### config.mk
export PLATFORM = sky130hd
export DESIGN_NAME = light_mode_controller_flat
export DESIGN_NICKNAME = d
export VERILOG_FILES = /design/src/rtl/light_mode_if.sv /design/src/rtl/light_mode_controller.sv /design/src/flat_wrapper.sv
export SDC_FILE = /design/constraint.sdc
export NUM_CORES = 1
export LEC_CHECK = 0
export ABC_AREA = 1
export CAP_MARGIN = 20
export CORE_MARGIN = 1
export CORE_UTILIZATION = 57
export DETAILED_ROUTE_END_ITERATION = 10
export PLACE_DENSITY = 0.77
export SYNTH_ARGS = -nofsm -noshare
export SYNTH_HDL_FRONTEND = slang
export SYNTH_SLANG_ARGS = --single-unit
### constraint.sdc
create_clock -name clk -period 1.6 [get_ports clk]
set_input_delay 0.32 -clock clk [delete_from_list [all_inputs] [get_ports clk]]
set_output_delay 0.32 -clock clk [all_outputs]
set_load 0.03 [all_outputs]
### src/rtl/light_mode_if.sv
// light_mode_if
//   Pulse, sensor and lamp signals shared between the light mode sequencer
//   and the logic that drives it.
//
//   Signals:
//     A           long-press pulse, one cycle wide (mode toggle request)
//     B           short-press pulse, one cycle wide (lamp toggle request)
//     presenca    presence sensor level, synchronous to the sequencer clock
//     lampada     lamp drive, 1 = on
//     modo_manual 1 while the sequencer is in manual mode
//
//   Modports:
//     master  drives A/B/presenca, observes lampada/modo_manual
//     slave   the sequencer side
interface light_mode_if;
   logic A;
   logic B;
   logic presenca;
   logic lampada;
   logic modo_manual;

   modport master (output A, B, presenca, input lampada, modo_manual);
   modport slave  (input A, B, presenca, output lampada, modo_manual);
endinterface

### src/rtl/light_mode_controller.sv
// light_mode_controller
//   Mode and lamp sequencer for the automatic lighting system.
//   Auto mode: lamp follows presence, held on for OFF_DELAY cycles after
//   presence drops. Manual mode: lamp toggled by short presses (B).
//   A long press (A) switches between the modes without changing the lamp.
//
//   Optional feature (compile-time macro MANUAL_TIMEOUT_EN):
//     when defined, manual mode reverts to auto after MANUAL_TIMEOUT idle
//     cycles (no A/B); when undefined, no idle counter exists and manual
//     mode persists until A or rst.
//
//   Parameters:
//     OFF_DELAY       hold-off cycles in auto mode (>= 1)
//     MANUAL_TIMEOUT  idle cycles before manual reverts (>= 1)
//
//   Ports:
//     clk   system clock
//     rst   asynchronous, active-high reset
//     bus   light_mode_if.slave (A, B, presenca in; lampada, modo_manual out)
module light_mode_controller #(
   parameter int OFF_DELAY      = 30000,
   parameter int MANUAL_TIMEOUT = 60000
) (
   input  logic        clk,
   input  logic        rst,
   light_mode_if.slave bus
);

   typedef enum logic [2:0] {
      AUTO_OFF  = 3'd0,
      AUTO_ON   = 3'd1,
      AUTO_HOLD = 3'd2,
      MAN_OFF   = 3'd3,
      MAN_ON    = 3'd4
   } state_t;

   localparam int                HOLD_W    = $clog2(OFF_DELAY + 1);
   localparam logic [HOLD_W-1:0] HOLD_LAST = HOLD_W'(OFF_DELAY - 1);

   if (OFF_DELAY < 1) begin : g_bad_off_delay
      $error("OFF_DELAY must be >= 1");
   end
   if (MANUAL_TIMEOUT < 1) begin : g_bad_manual_timeout
      $error("MANUAL_TIMEOUT must be >= 1");
   end

   state_t            state_reg;
   logic [HOLD_W-1:0] hold_cnt_reg;

`ifdef MANUAL_TIMEOUT_EN
   localparam int                IDLE_W    = $clog2(MANUAL_TIMEOUT + 1);
   localparam logic [IDLE_W-1:0] IDLE_LAST = IDLE_W'(MANUAL_TIMEOUT - 1);
   logic [IDLE_W-1:0] idle_cnt_reg;
`endif

   // Leaving manual mode (A or idle timeout) lands in the auto state that
   // matches the current presence level.
   state_t leave_manual;
   assign leave_manual = bus.presenca ? AUTO_ON : AUTO_OFF;

   always_ff @(posedge clk or posedge rst) begin
      if (rst) begin
         state_reg    <= AUTO_OFF;
         hold_cnt_reg <= '0;
`ifdef MANUAL_TIMEOUT_EN
         idle_cnt_reg <= '0;
`endif
      end else begin
         // Counters default to zero and only advance while their owning
         // state stays put, so every exit (and every entry) clears them.
         hold_cnt_reg <= '0;
`ifdef MANUAL_TIMEOUT_EN
         idle_cnt_reg <= '0;
`endif
         case (state_reg)
            AUTO_OFF: begin
               if (bus.A)             state_reg <= MAN_OFF;
               else if (bus.presenca) state_reg <= AUTO_ON;
            end
            AUTO_ON: begin
               if (bus.A)              state_reg <= MAN_ON;
               else if (!bus.presenca) state_reg <= AUTO_HOLD;
            end
            AUTO_HOLD: begin
               if (bus.A)                       state_reg <= MAN_ON;
               else if (bus.presenca)           state_reg <= AUTO_ON;
               else if (hold_cnt_reg == HOLD_LAST) state_reg <= AUTO_OFF;
               else                             hold_cnt_reg <= hold_cnt_reg + 1'b1;
            end
            MAN_OFF, MAN_ON: begin
               if (bus.A)      state_reg <= leave_manual;
               else if (bus.B) state_reg <= (state_reg == MAN_OFF) ? MAN_ON : MAN_OFF;
`ifdef MANUAL_TIMEOUT_EN
               else if (idle_cnt_reg == IDLE_LAST) state_reg <= leave_manual;
               else            idle_cnt_reg <= idle_cnt_reg + 1'b1;
`endif
            end
            default: state_reg <= AUTO_OFF;
         endcase
      end
   end

   // Moore decode of the state register; reset forces both low at once.
   assign bus.lampada     = (state_reg == AUTO_ON) || (state_reg == AUTO_HOLD) ||
                            (state_reg == MAN_ON);
   assign bus.modo_manual = (state_reg == MAN_OFF) || (state_reg == MAN_ON);

endmodule

### src/flat_wrapper.sv
// flat-port wrapper written by rule: the top's interface ports become plain ports
module light_mode_controller_flat 
#(
   parameter int OFF_DELAY      = 30000,
   parameter int MANUAL_TIMEOUT = 60000
)
  (clk, rst, bus_A, bus_B, bus_presenca, bus_lampada, bus_modo_manual);
  light_mode_if bus_i ();
  input  logic clk;
  input  logic rst;
  input wire logic [$bits(bus_i.A)-1:0] bus_A;
  input wire logic [$bits(bus_i.B)-1:0] bus_B;
  input wire logic [$bits(bus_i.presenca)-1:0] bus_presenca;
  output wire logic [$bits(bus_i.lampada)-1:0] bus_lampada;
  output wire logic [$bits(bus_i.modo_manual)-1:0] bus_modo_manual;
  assign bus_i.A = bus_A;
  assign bus_i.B = bus_B;
  assign bus_i.presenca = bus_presenca;
  assign bus_lampada = bus_i.lampada;
  assign bus_modo_manual = bus_i.modo_manual;
  light_mode_controller #(.OFF_DELAY(OFF_DELAY), .MANUAL_TIMEOUT(MANUAL_TIMEOUT)) u_core (.clk(clk), .rst(rst), .bus(bus_i));
endmodule
Word level (Yosys, flattened, before mapping)
Cells that the tools add are included.
{"block": "op_classes", "add_sub_neg": 1, "n_mul": 0, "div": 0, "magnitude_cmp": 0, "n_eq_ne": 9, "shifts": 0, "muxes": 16, "n_bitwise": 0, "reduce_logical": 6}
{"cell": "2-to-1 mux 15 bit", "n": 4}
{"cell": "2-to-1 mux 3 bit", "n": 10}
{"cell": "adder 15 x 1 -> 15 bit, second input constant", "n": 1}
{"cell": "== test 15 bit, second input constant", "n": 1}
{"cell": "case mux 3 bit (4 select lines)", "n": 1}
{"cell": "!= test 3 bit, second input constant", "n": 3}
{"cell": "== test 3 x 2 -> 1 bit, second input constant", "n": 2}
{"cell": "!= test 4 x 3 -> 1 bit, second input constant", "n": 1}
{"cell": "AND reduction 4 bit", "n": 1}
{"cell": "== test 3 x 1 -> 1 bit, second input constant", "n": 1}
{"cell": "== test 3 bit, second input constant", "n": 1}
{"cell": "zero test 3 bit", "n": 1}
{"cell": "logical OR 1 bit", "n": 3}
{"cell": "OR reduction 2 bit", "n": 1}
{"cell": "2-to-1 mux 1 bit", "n": 1}
{"block": "totals", "reg_bits": 18, "latch_bits": 0, "ramBits": 0, "romBits": 0, "elab_cells": 34, "mem_count": 0}

Longest topological paths before layout
{"block": "depth", "word_depth": 5, "ltp_mapped": 9}

Least setup slack after synthesis
No wires, ideal clock.
{"block": "synth_path", "path_kind": "reg2out", "start": "reg u_core.state_reg[0]", "end": "out bus_lampada", "t_arrival_ns": 0.953, "slack_ns": 0.327, "path_stages_with_launch": 5, "n_path_buf": 0, "cell_sequence": "dfrtp_1 > inv_1 > nor2_1 > nand2_1 > nand3_1"}
{"block": "synth_via", "elab_chain_len": 3, "elab_cells_between_ends": 5, "cone_classes": "eq/ne: 3; reduce/logical: 2"}
{"element": "from (decl)", "line": "light_mode_controller.sv:47", "source": "state_t state_reg;"}
{"element": "from (signal assigned)", "line": "light_mode_controller.sv:91", "source": "if (bus.A) state_reg <= leave_manual;"}
{"element": "from (signal assigned)", "line": "light_mode_controller.sv:92", "source": "else if (bus.B) state_reg <= (state_reg == MAN_OFF) ? MAN_ON : MAN_OFF;"}
{"element": "== test 3 x 1 -> 1 bit or == test 3 x 2 -> 1 bit (tied branches)", "line": "light_mode_controller.sv:104", "source": "assign bus.lampada = (state_reg == AUTO_ON) || (state_reg == AUTO_HOLD) ||"}
{"element": "logical OR 1 bit", "line": "light_mode_controller.sv:104"}
{"element": "logical OR 1 bit (*)", "line": "light_mode_controller.sv:104"}
{"element": "to (decl)", "line": "flat_wrapper.sv:14", "source": "output wire logic [$bits(bus_i.lampada)-1:0] bus_lampada;"}
Mark *: on every way between the ends. The rest lies on a longest branch, timed or not.

Final worst setup path
{"block": "layout_path", "start": "reg u_core.state_reg[1]", "end": "out bus_lampada"}
The elaborated chain is that of the path after synthesis.

==> impl_metrics.yaml <==
outcome:
  status: "completed"
pwr:
  power.density_mw_per_mm2: 1100
  vdd_drop_max_uv: 1230
  swShare: 0.388
  p_total_mw: 1.49
  leakage_nw: 0.632
  p_int_mw: 0.909
  pwr-share-seq: 0.383
  power_switching_mw: 0.577
  combPwrFrac: 0.422
  clkPwrFrac: 0.195
clock_tree:
  postCtsHoldBufs: 0
  clk_pin_slew_worst_paths_ps: 110
  cts_max_level: 1
  root_buffer: "clkbuf_4"
  cts_buffers: 3
  clock_sinks: 18
  tritoncts: "built"
  insertion_delay_ps: 310
  clk_path_buf_depth: 2
finish:
  drive_above_1_share: 0.182
  instances_no_fill: 212
  largest_reg_flops: 15
  design_area_mm2: 0.00135
  area_delta_synth_final_pct: 18.1
  final_cell_mix: "nand2_1 (45), nor2_1 (38), inv_1 (18)"
  layout_commonest_cell: "nand2_1"
  fin_nets: 194
  insertedDiodeCount: 0
place:
  place_hpwl_um: 1790
  dpl.cell_count: 203
  place_congestion: 0.905
  port-buffer-count: 6
  place_area_mm2: 0.00124
global_route:
  grt_usage: 0.249
  grt_pass1_wl_um: 3750
  overflow: 0
  grt_pass1_vias: 950
  antenna_found_initial: 0
  grt_max_degree: 19
critical_path:
  arrival_ps: 1240
  endpoint_kind: "output pin"
  path_delay_family: "flip-flops"
  worst-path-max-fanout: 6
  cp.required_ps: 1280
  crit_type: "reg -> out"
  crit_chain: "inv_1 > nand2_1 > nand3_2 > buf_6"
  crit_buf_inv: 2
  slowest_stage: "dfrtp_2"
  start_kind: "flop"
  reg2reg_slack_ps: 150
  cpPeakStageDelay_ps: 480
synth:
  yosysSeqAreaShare: 0.395
  syn_area_per_cell_um2: 6.67
  synth.distinct_cells: 20
  synthesis.area_mm2: 0.00114
  syn_nets: 177
  synth_seq_cells: 18
  yosysWarnings: 0
  synth_cells: 171
die:
  initial_core_util: 0.633
  die-area_mm2: 0.00218
  die_w_um: 46.7
  die_height_um: 46.7
  num_rows: 15
  coreArea_mm2: 0.00180
  io_pins: 7
run:
  cap_viol_max_count: 0
drt:
  ant_nets: 0
  wire_per_inst_um: 11.6
  num_vias: 1119
  drt_iter0_drc: 50
  drt_wl_total_um: 2460
  dr.pass1.iters: 4
  vias_per_cell: 5.28
  drc_errors: 0
sta:
  slew_headroom: 0.741
  tightest_slew_ps: 386
  slew_violations: 0
  period_share: 0.972
  finalSetupViolCount: 0
  tns_ps: 0
  fin_skew_ps: 9.33
  min_period_ps: 1560
  fmax_mhz: 643
  hold_viol: 0
min_path:
  min_path_type: "in -> async"
cell families (layout without fill, tap and decap cells):
logic type / Yosys count / after routing / synth area share
buf+inv: 24 / 40 / 0.0867
fa+ha+maj: 1 / 1 / 0.0110
xor+xnor: 2 / 2 / 0.0154
compound gates: 4 / 4 / 0.0176
simple gates: 122 / 122 / 0.474
flops: 18 / 18 / 0.395
worst paths after layout:
kind | to | depth (start not counted) | start
hold reg to reg | u_core.hold_cnt_reg[0] | 1 | u_core.hold_cnt_reg[0]
setup / recovery | bus_lampada | 4 | u_core.state_reg[1]
hold / removal | u_core.hold_cnt_reg[11] | 3 | rst
max in group asynchronous | u_core.state_reg[0] | 3 | rst
min in group clk | u_core.hold_cnt_reg[0] | 1 | u_core.hold_cnt_reg[0]
setup reg to reg | u_core.hold_cnt_reg[14] | 7 | u_core.hold_cnt_reg[0]
power by group through the flow:
stage	Combinational (mW)	Sequential, mW	Clock (mW)
5_1_grt	0.683	0.574	0.302
6_report	0.626	0.570	0.290
3_3_place_gp	0.472	0.559	0
2_1_floorplan	0.357	0.540	0
4_1_cts	0.527	0.554	0.287
3_5_place_dp	0.484	0.556	0
cell type report:
| class | instances | area (µm²) |
|---|---|---|
| multi-input combinational | 129 | 611 |
| fill | 145 | 455 |
| sequential | 18 | 454 |
| timing repair buffer | 14 | 131 |
| inverter | 22 | 82.6 |
| clock buffer | 4 | 36.3 |
| tap | 25 | 31.3 |
cells in the mapped netlist (all sizes together):
cell type  number  area (µm²)
nand2          48         183
nor2           41         156
inv            22        82.6
nand3          19         100
dfrtp          18         450
nor3           10        70.1
o21ai           3        15.0
nand4           2        12.5
xor2            2        17.5
a21oi           1        5.00
buf             1        11.3
clkbuf          1        5.00
ha              1        12.5
nor3b           1        12.5
or2             1        6.26
per-layer routing:
| metal | GRT usage | wire length (µm) | vias to the layer above |
|---|---|---|---|
| li1 | - | - | 566 |
| met1 | 0.318 | 1120 | 508 |
| met2 | 0.400 | 1140 | 38 |
| met3 | 0.0745 | 158 | 7 |
| met4 | 0.0914 | 41 | 0 |
| met5 | 0 | 0 | - |
worst min-delay path: cells and delay by family:
family	cells	cell delay [ps]
buffers and inverters	3	690
stage by stage:
step / utilization / hold slack, ps / worst slack (ps)
floorplan: - / 259 / 327
global placement: 0.691 / 455 / -30.8
detailed placement: 0.691 / 458 / -117
CTS: 0.722 / 323 / 5.39
global route: 0.747 / 355 / -0.141
finish: 0.747 / 311 / 44.6
repair_timing:
action	in CTS	in global routing
pin swaps	1	1
setup endpoints to repair	2	2
buffers inserted	2	3
gates resized for setup	3	9
Power figures use the tool's default switching activity.
